File: src/rtl/vcd_capture.sv
// vcd_capture: value-change capture of CHANNELS monitored buses into a timestamped event FIFO.
// Define VCD_CAPTURE_MARKER_EN to push a marker entry (channel all-ones, value 0) on each accepted dump_off.
module vcd_capture #(
    parameter int WIDTH    = 8,
    parameter int CHANNELS = 4,
    parameter int DEPTH    = 16,
    parameter int TS_W     = 16
) (
    input  logic                      clk,
    input  logic                      rst_n,
    input  logic [CHANNELS*WIDTH-1:0] sig_in,
    input  logic                      dump_on,
    input  logic                      dump_off,
    output logic                      out_valid,
    input  logic                      out_ready,
    output logic [TS_W-1:0]           out_ts,
    output logic [$clog2(CHANNELS):0] out_ch,
    output logic [WIDTH-1:0]          out_val,
    output logic                      dumping,
    output logic                      overflow
);
    localparam int IW = $clog2(CHANNELS);
    localparam int CW = IW + 1;
    localparam int AW = $clog2(DEPTH);
    localparam logic [IW-1:0] LAST_CH  = IW'(CHANNELS - 1);
    localparam logic [AW:0]   FULL_CNT = (AW+1)'(DEPTH);

    typedef enum logic [1:0] {IDLE, DUMPALL, CAPTURE, PAUSED} state_t;

    typedef struct packed {
        logic [TS_W-1:0]  ts;
        logic [CW-1:0]    ch;
        logic [WIDTH-1:0] val;
    } entry_t;

    state_t                         state_q, state_d;
    logic [TS_W-1:0]                ts_q;
    logic [IW-1:0]                  idx_q, idx_d, sel;
    logic [CHANNELS-1:0][WIDTH-1:0] sig, last_q, last_d;
    logic                           ovf_q, ovf_d, dumping_q;
    entry_t                         mem [DEPTH];
    entry_t                         push_e, head;
    logic [AW-1:0]                  wr_q, rd_q;
    logic [AW:0]                    cnt_q;
    logic full, pop, push_req, push, on_acc, off_acc, mark_now, hit;

    assign sig       = sig_in;
    assign on_acc    = dump_on  && (state_q == IDLE    || state_q == PAUSED);
    assign off_acc   = dump_off && (state_q == DUMPALL || state_q == CAPTURE);
    assign full      = (cnt_q == FULL_CNT);
    assign out_valid = (cnt_q != '0);
    assign pop       = out_valid && out_ready;
    // Full blocks the push even when a pop frees a slot in the same cycle.
    assign push      = push_req && !full;

`ifdef VCD_CAPTURE_MARKER_EN
    // A blocked marker stays pending and takes priority over data until it lands.
    logic mpend_q;
    assign mark_now = mpend_q || off_acc;
    always_ff @(posedge clk or negedge rst_n) begin
        if (!rst_n) mpend_q <= 1'b0;
        else        mpend_q <= mark_now && full;
    end
`else
    assign mark_now = 1'b0;
`endif

    always_comb begin
        state_d  = state_q;
        idx_d    = idx_q;
        last_d   = last_q;
        ovf_d    = ovf_q;
        push_req = 1'b0;
        push_e   = '0;
        sel      = '0;
        hit      = 1'b0;
        if (on_acc) begin
            state_d = DUMPALL;
            idx_d   = '0;
            ovf_d   = 1'b0;
        end
        if (off_acc) state_d = PAUSED;
        for (int k = CHANNELS - 1; k >= 0; k--) begin
            if (sig[k] != last_q[k]) begin
                sel = IW'(k);
                hit = 1'b1;
            end
        end
        if (mark_now) begin
            push_req = 1'b1;
        end else if (state_d == DUMPALL) begin
            push_req = 1'b1;
            sel      = idx_d;
            if (!full) begin
                if (idx_d == LAST_CH) begin
                    idx_d   = '0;
                    state_d = CAPTURE;
                end else begin
                    idx_d = idx_d + 1'b1;
                end
            end
        end else if (state_d == CAPTURE) begin
            push_req = hit;
        end
        push_e.ts = ts_q;
        if (mark_now) begin
            push_e.ch = '1;
        end else begin
            push_e.ch  = {1'b0, sel};
            push_e.val = sig[sel];
        end
        if (push_req && full) ovf_d = 1'b1;
        if (push && !mark_now) last_d[sel] = sig[sel];
    end

    always_ff @(posedge clk or negedge rst_n) begin
        if (!rst_n) begin
            state_q   <= IDLE;
            ts_q      <= '0;
            idx_q     <= '0;
            last_q    <= '0;
            ovf_q     <= 1'b0;
            dumping_q <= 1'b0;
            wr_q      <= '0;
            rd_q      <= '0;
            cnt_q     <= '0;
        end else begin
            state_q   <= state_d;
            ts_q      <= ts_q + 1'b1;
            idx_q     <= idx_d;
            last_q    <= last_d;
            ovf_q     <= ovf_d;
            dumping_q <= (state_d == DUMPALL) || (state_d == CAPTURE);
            if (push) wr_q <= wr_q + 1'b1;
            if (pop)  rd_q <= rd_q + 1'b1;
            cnt_q     <= cnt_q + (AW+1)'(push) - (AW+1)'(pop);
        end
    end

    always_ff @(posedge clk) begin
        if (push) mem[wr_q] <= push_e;
    end

    assign head     = mem[rd_q];
    assign out_ts   = out_valid ? head.ts  : '0;
    assign out_ch   = out_valid ? head.ch  : '0;
    assign out_val  = out_valid ? head.val : '0;
    assign dumping  = dumping_q;
    assign overflow = ovf_q;
endmodule

File: config.mk
export PLATFORM = sky130hd
export DESIGN_NAME = vcd_capture
export DESIGN_NICKNAME = d
export VERILOG_FILES = /design/src/rtl/vcd_capture.sv
export SDC_FILE = /design/constraint.sdc
export NUM_CORES = 1
export LEC_CHECK = 0
export CAP_MARGIN = 20
export CORE_UTILIZATION = 60
export CTS_BUF_LIST = sky130_fd_sc_hd__clkbuf_4 sky130_fd_sc_hd__clkbuf_8
export CTS_CLUSTER_DIAMETER = 50
export CTS_CLUSTER_SIZE = 30
export DETAILED_ROUTE_END_ITERATION = 10
export DONT_BUFFER_PORTS = 1
export HOLD_SLACK_MARGIN = 0.1
export PLACE_DENSITY = 0.76
export SKIP_CTS_REPAIR_TIMING = 1
export SLEW_MARGIN = 20
export SYNTH_ARGS = -nofsm -noshare
export SYNTH_HDL_FRONTEND = slang
export SYNTH_SLANG_ARGS = --single-unit
File: constraint.sdc
create_clock -name clk -period 8.4 [get_ports clk]
set_input_delay 1.68 -clock clk [delete_from_list [all_inputs] [get_ports clk]]
set_output_delay 1.68 -clock clk [all_outputs]
set_load 0.01 [all_outputs]
# Yosys cells after proc, flatten, opt, wreduce, memory -nomap -nowiden
# Memories as Yosys holds them, arrays and structs flattened.
# Cells that the tools add are included.
# classes
addsub	6
multipliers	0
div_mod_pow	0
magnitude_cmp	2
eq_ne	13
shifts	0
mux	32
bitwise_logic	0
reduce_logical	13
# op_table
op	count
32-bit bitwise mux	1
8-bit != test	4
2-bit 2-to-1 mux	14
8-bit 2-to-1 mux	3
16-bit by 1-bit adder with 16-bit output, second input constant	1
8-bit binary-select mux with 2-bit select	1
8-bit demux with 2-bit select	1
16-bit 2-to-1 mux	1
2-bit equality test, second input constant	5
1-bit 2-to-1 mux	10
4-bit by 1-bit adder with 4-bit output, second input constant	2
2-bit by 1-bit equality test with 1-bit output, second input constant	3
1-bit logical AND	6
5-bit by 1-bit adder with 5-bit output	1
5-bit equality test, second input constant	1
5-bit nonzero test	1
5-bit by 1-bit subtractor with 5-bit output	1
1-bit logical OR	3
2-bit by 3-bit less-than comparator with 1-bit output, second input constant	1
3-bit 2-to-1 mux	1
2-bit by 1-bit adder with 2-bit output, second input constant	1
2-bit by 1-bit >= comparator with 1-bit output, second input constant	1
2-bit logical NOT	1
2-bit nonzero test	1
1-bit logical NOT	1
# word_totals
regBits	67
latch_bits	0
mem_bits_rw	416
mem_bits_ro	0
inputBits	37
out_inout_bits	30
word_cells	79
n_memories	1
# mem_list
memory	words	width	read_ports	rd_clocked_by_memory_dff	write_ports	line	rtl
mem	16	26	1	0	1	41	entry_t mem [DEPTH];

# Logic depth before layout (Yosys ltp)
# Gate-level depths: netlist of the first run.
# logic_depth
ltp_word	12
depth_mapped	19
depth_no_buf	18

# Worst setup path after synthesis of the first run
# No wires, ideal clock.
# synth_timing
path_type	input to register
from	input dump_on
to	memory mem[4][0] (netlist name), enable pin
setup_time_ns	0.442
arrival_ns	4.769
t_required_ns	7.958
path_slack_ns	3.189
stages	8
n_path_buf	1
path_cell_list	nor2b_1 > a211oi_1 > ha_1 > o21a_1 > o31a_2 > clkbuf_1 > nand2_1 > nor3_1
# synth_via
elab_chain_cells	9
word_cells_on_any_way	10
# synth_lines
element	line	rtl
start, declared	12	input logic dump_on,
1-bit logical AND *	48	assign on_acc = dump_on && (state_q == IDLE || state_q == PAUSED);
2-bit 2-to-1 mux *	77	if (on_acc) begin
2-bit 2-to-1 mux *	82	if (off_acc) state_d = PAUSED;
2-bit equality test	102	end else if (state_d == CAPTURE) begin
1-bit 2-to-1 mux	102	
1-bit 2-to-1 mux *	91	end else if (state_d == DUMPALL) begin
1-bit logical AND *	54	assign push = push_req && !full;
1-bit 2-to-1 mux *	141	if (push) mem[wr_q] <= push_e;
1-bit 2-to-1 mux (implied by the code) *	141	
end, declared	41	
# Every way passes the cells marked *; elsewhere a longest branch is shown, timed or not.

# Final worst setup path of the first run
# layout_timing
from	register rd_q[0]
to	output out_ts[10]
# layout_via
elab_chain_cells	2
# layout_lines
element	line	rtl
start, declared	43	logic [AW-1:0] wr_q, rd_q;
start signal, assigned	135	if (pop) rd_q <= rd_q + 1'b1;
memory 16 x 26 bit	--	
16-bit 2-to-1 mux	145	assign out_ts = out_valid ? head.ts : '0;
end, declared	16	output logic [TS_W-1:0] out_ts,
# No other way between the ends.

==> out/qor.csv, run 1 <==
stage,metric,value,unit
power_and_ir_drop,Clock Power Share,20.3,%
worst_setup_path,critical path capture point type,output pin,
logic_synthesis,Post-synth ARST share,13.9,%
worst_setup_path,Required @ worst endpoint,6.72,ns
timing,unrepaired setup endpoints after global routing,no,
place,Placed Area,20200,um^2
logic_synthesis,number of synthesized register bits,483,
power_and_ir_drop,Internal Power,0.00467,W
grt,antenna violations before repair,0,
timing,Tcrit/Tclk final,62.6,%
die,Initial Util,61.5,%
worst_setup_path,crit-path max FO,29,
clock_tree,clk_lat worst skew,0.58,ns
timing,clk_skew,0.0299,ns
timing,Fin Setup TNS,0,ns
place,RD Place Congestion,0.755,
final_layout,nets,1010,
timing,Slew Limit Headroom,28.2,%
hold_path,hold path start,last_q[9]$_DFFE_PN0P_,
run_status,status,completed,
logic_synthesis,register area share after synthesis,72.4,%
final_layout,antenna cell count,0,
power_and_ir_drop,Logic pwr share,31.5,%
power_and_ir_drop,Leak,7.00,nW
grt,first-pass GRT wire length,56.5,mm
drt,1st-iter DRT viols,912,
logic_synthesis,most common cell in the synthesized netlist,edfxtp_1,
worst_setup_path,crit path DAT,3.58,ns
die,core area,31800,um^2
logic_synthesis,Mapped Avg Cell Area,20.8,um^2
timing,final worst path period need,5.26,ns
clock_tree,clk sinks,483,
power_and_ir_drop,sequential cell fraction of total power,48.2,%
worst_setup_path,CP startpoint,rd_q[0]$_DFFE_PN0P_,
timing,Tightest Pin Transition,1.05,ns
logic_synthesis,dominant synthesized flop cell,edfxtp_1,
worst_setup_path,R2R Path Start,cnt_q[3]$_DFF_PN0_,
grt,largest net degree at the start of global routing,75,
die,# IOs,67,
hold_path,hold crit path type,reg2reg,
timing,"Hold Vio Cnt, Final",0,
place,number of buffers added on ports,0,
power_and_ir_drop,pwr/cell area,326,nW/um^2
clock_tree,total CTS buffers,37,
final_layout,synth-to-layout area growth,7.75,%
logic_synthesis,Synth area leaders,"edfxtp_1, mux4_2, dfrtp_1",
drt,WL/cell,26.2,um
drt,total vias in the final route,8844,
timing,f_max,0.190,GHz
logic_synthesis,Yosys top cell area share,63.8,%
power_and_ir_drop,Max VDD drop,250,uV
drt,WL final,37.2,mm
logic_synthesis,"top cells by count, synth","edfxtp_1, mux4_2, dfrtp_1, xnor2_1, xor2_1",
logic_synthesis,synthesized area,19600,um^2
final_layout,Layout fillers,2026,
power_and_ir_drop,net load switching power,0.00220,W
logic_synthesis,"area leader, netlist",edfxtp_1,
clock_tree,Clock transition at path regs,0.13,ns
power_and_ir_drop,switching share of power,32.0,%
worst_setup_path,worst r2r dst,cnt_q[4]$_DFF_PN0_,
place,Post-DP HPWL,20.6,mm
final_layout,share of cells above drive strength 1,29.1,%
clock_tree,CTS tree,built,
timing,Setup Viol. Count Final,0,
power_and_ir_drop,Tot Pwr,0.00687,W
drt,TritonRoute pass-1 iters,5,
die,chip height,183,um
logic_synthesis,number of library cell types mapped by synthesis,48,
worst_setup_path,reg2reg path depth,15,
hold_path,Worst Hold Endpoint,last_q[9]$_DFFE_PN0P_,
die,Rows,65,
clock_tree,H-tree depth,2,
drt,residual DRC count,0,
worst_setup_path,startpoint types,flip-flop,
hold_path,hold path cells,1,
clock_tree,CTS max path bufs,3,
timing,"Slew Viols, Final",0,
worst_setup_path,WS Path Type,reg2out,
logic_synthesis,Ys Warns,0,
die,full die area,33300,um^2
logic_synthesis,number of synthesized flops with an enable pin,416,
grt,vias in the first global route,9560,
logic_synthesis,Synth Instances,941,
drt,post-DR vias/cell,6.23,
worst_setup_path,r2r setup slk,4.93,ns
clock_tree,clk root buf,clkbuf_8,
grt,GRT Overall Usage,23.3,%
drt,Antenna Nets Post-Route,0,
die,Die X,183,um
final_layout,fin area,21100,um^2
logic_synthesis,Post-Synthesis Net Count,994,
grt,total congestion overflow,0,
job,max cap viols,0,
[worst max path at each step]
stage | to | slack (ns) | cells past startpoint
after CTS | out_ts[10] | 2.88 | 4
final | out_ts[10] | 3.14 | 5
after global routing | out_ts[10] | 2.92 | 5
after global placement | out_ts[10] | 3.58 | 4
after floorplan | mem[4][0]$_DFFE_PP_ | 3.19 | 8
after detailed placement | out_ts[10] | 3.53 | 4
[layer usage]
| metal | routed length (um) | track usage (%) |
|---|---|---|
| met3 | 2610 | 4.31 |
| met2 | 18800 | 39.1 |
| met4 | 815 | 6.45 |
| met1 | 15000 | 31.8 |
| met5 | 0 | 0 |
[cell type report]
type | instances | area [um^2] | share of cell area, %
Clock buffer | 40 | 538 | 2.55
Clock inverter | 27 | 340 | 1.61
Inverter | 24 | 90.1 | 0.427
Multi-Input combinational cell | 395 | 5250 | 24.9
Sequential cell | 483 | 14200 | 67.2
Tap cell | 435 | 544 | 2.58
Timing Repair Buffer | 16 | 145 | 0.688
[sequential cells by signal (all words and copies together), names as in the netlist]
name,cells
overflow,1
wr_q,4
last_q,32
state_q,2
rd_q,4
idx_q,2
mem,416
dumping,1
cnt_q,5
ts_q,16
[power groups by stage]
stage | combinational [W] | sequential [W] | clock [W]
floorplan | 0.00177 | 0.00320 | 0
global placement | 0.00208 | 0.00339 | 0
detailed placement | 0.00214 | 0.00341 | 0
CTS | 0.00214 | 0.00336 | 0.00142
global route | 0.00232 | 0.00335 | 0.00150
finish | 0.00216 | 0.00331 | 0.00140
[critical path, cell delays in order, from the launching register on]
cell     delay, ns
dfrtp_4       0.84
buf_12        0.32
buf_4         0.53
mux4_2        0.60
mux4_2        0.50
nor2b_1       0.18
[cell families after synthesis]
family / synth area share [%]
compound gates: 0.831
xor+xnor: 2.60
fa+ha+maj: 1.06
buf+inv: 1.27
flops: 72.4
mux: 18.5
other cells: 0.0192
simple gates: 3.38
[cell usage in the layout, fill, tap and decap left out, types with 3 or more instances in the layout]
cell type and n:
edfxtp_1 416, mux4_2 130, dfrtp_1 64, clkbuf_8 38, xnor2_1 29, xor2_1 29
nor2b_1 28, inv_1 24, nand2_1 20, mux2_2 18, mux2i_1 17, mux2_4 16
ha_1 15, buf_4 14, nand3_1 11, a21oi_1 8, and2_2 8, mux2i_2 7
nand4_1 6, nor2_1 6, clkinv_8 6, nor2_4 5, nor3_2 5, clkinvlp_4 5
and3_1 4, clkinv_2 3, clkinv_4 3, inv_8 3
[metrics by stage]
| step | utilization (%) | setup WS, ns | std cells | hold slack [ns] |
|---|---|---|---|---|
| finish | 66.3 | 3.14 | 1420 | 0.535 |
| global route | 66.3 | 2.92 | 1420 | 0.552 |
| CTS | 66.2 | 2.88 | 1419 | 0.539 |
| detailed placement | 63.4 | 3.53 | 1352 | 0.516 |
| global placement | 63.3 | 3.58 | 1351 | 0.490 |
| floorplan | - | 3.19 | 941 | 0.479 |
Note: power is estimated with default switching activity, not from simulation.
==> run 2, diff against run 1 <==
--- a/config.mk
+++ b/config.mk
@@ -6,14 +6,14 @@
 export NUM_CORES = 1
 export LEC_CHECK = 0
 export CAP_MARGIN = 20
-export CORE_UTILIZATION = 60
+export CORE_UTILIZATION = 59
 export CTS_BUF_LIST = sky130_fd_sc_hd__clkbuf_4 sky130_fd_sc_hd__clkbuf_8
 export CTS_CLUSTER_DIAMETER = 50
 export CTS_CLUSTER_SIZE = 30
 export DETAILED_ROUTE_END_ITERATION = 10
 export DONT_BUFFER_PORTS = 1
 export HOLD_SLACK_MARGIN = 0.1
-export PLACE_DENSITY = 0.76
+export PLACE_DENSITY = 0.78
 export SKIP_CTS_REPAIR_TIMING = 1
 export SLEW_MARGIN = 20
 export SYNTH_ARGS = -nofsm -noshare
==> constraint.sdc (replaced) <==
create_clock -name clk -period 4.47 [get_ports clk]
set_input_delay 0.894 -clock clk [delete_from_list [all_inputs] [get_ports clk]]
set_output_delay 0.894 -clock clk [all_outputs]
set_load 0.01 [all_outputs]
==> out/qor.csv, run 2 (synthesis results as in run 1) <==
stage,metric,value,unit,change
run_status,status,completed,,
final_layout,synth-to-layout area growth,9.05,%,
die,core area,32600,um^2,+2.6%
die,Rows,66,,+1.5%
worst_setup_path,r2r setup slk,1.16,ns,-3.77 ns
worst_setup_path,WS Path Type,reg2out,,
place,number of buffers added on ports,0,,unchanged
timing,clk_skew,0.0495,ns,+0.0196 ns
timing,Setup Viol. Count Final,0,,unchanged
die,chip height,184,um,+0.84%
clock_tree,CTS tree,built,,
timing,Slew Limit Headroom,22.4,%,-5.8 points
worst_setup_path,Setup crit end,out_val[4],,
timing,Tcrit/Tclk final,88.1,%,
worst_setup_path,Required @ worst endpoint,3.58,ns,-3.14 ns
clock_tree,Clock transition at path regs,0.13,ns,about the same
timing,"Slew Viols, Final",0,,unchanged
final_layout,area of the multi-input gates,5250,um^2,-0.14%
grt,largest net degree at the start of global routing,68,,-9.3%
die,Die X,184,um,+0.84%
drt,WL/cell,26.2,um,-0.10%
final_layout,most frequent cells in the layout,"edfxtp_1, mux4_2, dfrtp_1",,
final_layout,nets,1025,,+1.5%
drt,TritonRoute pass-1 iters,4,,-1
timing,Fin Setup TNS,0,ns,unchanged
drt,Antenna Nets Post-Route,0,,unchanged
final_layout,largest register by flop count,mem,,
timing,Tightest Pin Transition,1.13,ns,+0.0840 ns
grt,first-pass GRT wire length,57.1,mm,+1.0%
drt,total vias in the final route,8954,,+1.2%
clock_tree,clk root buf,clkbuf_8,,
timing,"Hold Vio Cnt, Final",0,,unchanged
power_and_ir_drop,pwr/cell area,616,nW/um^2,+89%
hold_path,hold crit path type,in2async,,
grt,total congestion overflow,0,,unchanged
final_layout,"most common cell after layout, fill and taps aside",edfxtp_1,,
timing,unrepaired setup endpoints after global routing,no,,
die,# IOs,67,,unchanged
clock_tree,total CTS buffers,38,,+2.7%
place,Post-DP HPWL,21.8,mm,+5.7%
die,Initial Util,60.0,%,-1.5 points
worst_setup_path,worst r2r dst,mem[3][5]$_DFFE_PP_,,
place,RD Place Congestion,0.772,,+2.3%
job,max cap viols,0,,unchanged
grt,GRT Overall Usage,23.4,%,+0.078 points
worst_setup_path,crit-path max FO,30,,+3.4%
worst_setup_path,R2R Path Start,state_q[1]$_DFF_PN0_,,
clock_tree,CTS max path bufs,3,,unchanged
power_and_ir_drop,Leak,7.15,nW,+2.2%
final_layout,Layout fillers,2103,,+3.8%
worst_setup_path,reg2reg path depth,10,,-5
drt,residual DRC count,0,,unchanged
clock_tree,H-tree depth,2,,unchanged
clock_tree,clk_lat worst skew,0.60,ns,+0.02 ns
die,full die area,33900,um^2,+1.7%
final_layout,antenna cell count,0,,unchanged
grt,antenna violations before repair,0,,unchanged
final_layout,Largest regs,"mem: 416 flops, last_q: 32 flops, ts_q: 16 flops",,
drt,WL final,37.8,mm,+1.5%
worst_setup_path,crit path DAT,3.05,ns,-0.53 ns
power_and_ir_drop,Max VDD drop,406,uV,+63%
grt,vias in the first global route,9507,,-0.55%
final_layout,share of cells above drive strength 1,30.1,%,+0.93 points
drt,1st-iter DRT viols,769,,-16%
worst_setup_path,critical path capture point type,output pin,,
timing,final worst path period need,3.94,ns,
power_and_ir_drop,Tot Pwr,0.0132,W,+92%
final_layout,storage element area,14200,um^2,unchanged
worst_setup_path,startpoint types,flip-flop,,
timing,f_max,0.254,GHz,
worst_setup_path,CP startpoint,rd_q[0]$_DFFE_PN0P_,,
clock_tree,clk sinks,483,,unchanged
final_layout,max FFs per register,416,,unchanged
drt,post-DR vias/cell,6.21,,-0.37%
-- run 2: changes by cell type in the layout (fill, tap and decap cells not counted), sizes merged --
| cell | change |
|---|---|
| clkbuf | +1 |
| buf | +14 |
| clkinv | +4 |
| clkinvlp | -4 |
| bufinv | +1 |
-- run 2: routing by layer --
layer / up-vias / global-route usage [%] / part of all wire [%]
li1: 3842 / - / -
met4: 0 / 6.30 / 2.1
met3: 57 / 4.58 / 7.1
met1: 4725 / 32.0 / 40
met2: 330 / 39.0 / 51
met5: - / 0 / 0
-- run 2: worst min path at each step --
stage,slack [ns],to,start,depth (start not counted)
6_report,0.18,ts_q[0]$_DFF_PN0_,rst_n,1
5_1_grt,0.18,ts_q[0]$_DFF_PN0_,rst_n,1
4_1_cts,-0.06,ts_q[2]$_DFF_PN0_,rst_n,0
3_5_place_dp,0.50,cnt_q[0]$_DFF_PN0_,cnt_q[0]$_DFF_PN0_,1
3_3_place_gp,0.49,cnt_q[0]$_DFF_PN0_,cnt_q[0]$_DFF_PN0_,1
2_1_floorplan,0.48,cnt_q[0]$_DFF_PN0_,cnt_q[0]$_DFF_PN0_,1
-- run 2: worst max-delay path: stages, from the launching register on --
cell and delay, ns:
dfrtp_4 0.85, buf_4 0.37, mux4_2 0.53, mux4_2 0.53, nor2b_1 0.19
-- run 2: through the flow --
stage | setup slack [ns] | cell area, um^2 | std cells | util, % | hold slack, ns
2_1_floorplan | 0.0451 | 19600 | 941 | - | 0.479
3_3_place_gp | 0.705 | 20300 | 1372 | 62.3 | 0.491
3_5_place_dp | 0.535 | 20300 | 1372 | 62.3 | 0.500
4_1_cts | 0.419 | 21300 | 1441 | 65.3 | -0.0613
5_1_grt | 0.323 | 21300 | 1443 | 65.4 | 0.179
6_report | 0.531 | 21300 | 1443 | 65.4 | 0.181
-- run 2: power by group --
part | internal [W] | switching, W | leakage, nW | total, W
sequential | 0.00574 | 0.000469 | 4.59 | 0.00621
combinational | 0.00207 | 0.00212 | 2.09 | 0.00418
clock | 0.00114 | 0.00161 | 0.476 | 0.00276
total | 0.00895 | 0.00420 | 7.15 | 0.0132
-- run 2: cell type report --
cell class,count,area share (%)
clock buffers,41,2.61
multi-input cells,395,24.6
repair buffers,30,1.49
inverters,24,0.422
well taps,442,2.59
flip-flops and latches,483,66.4
clock inverters,28,1.88
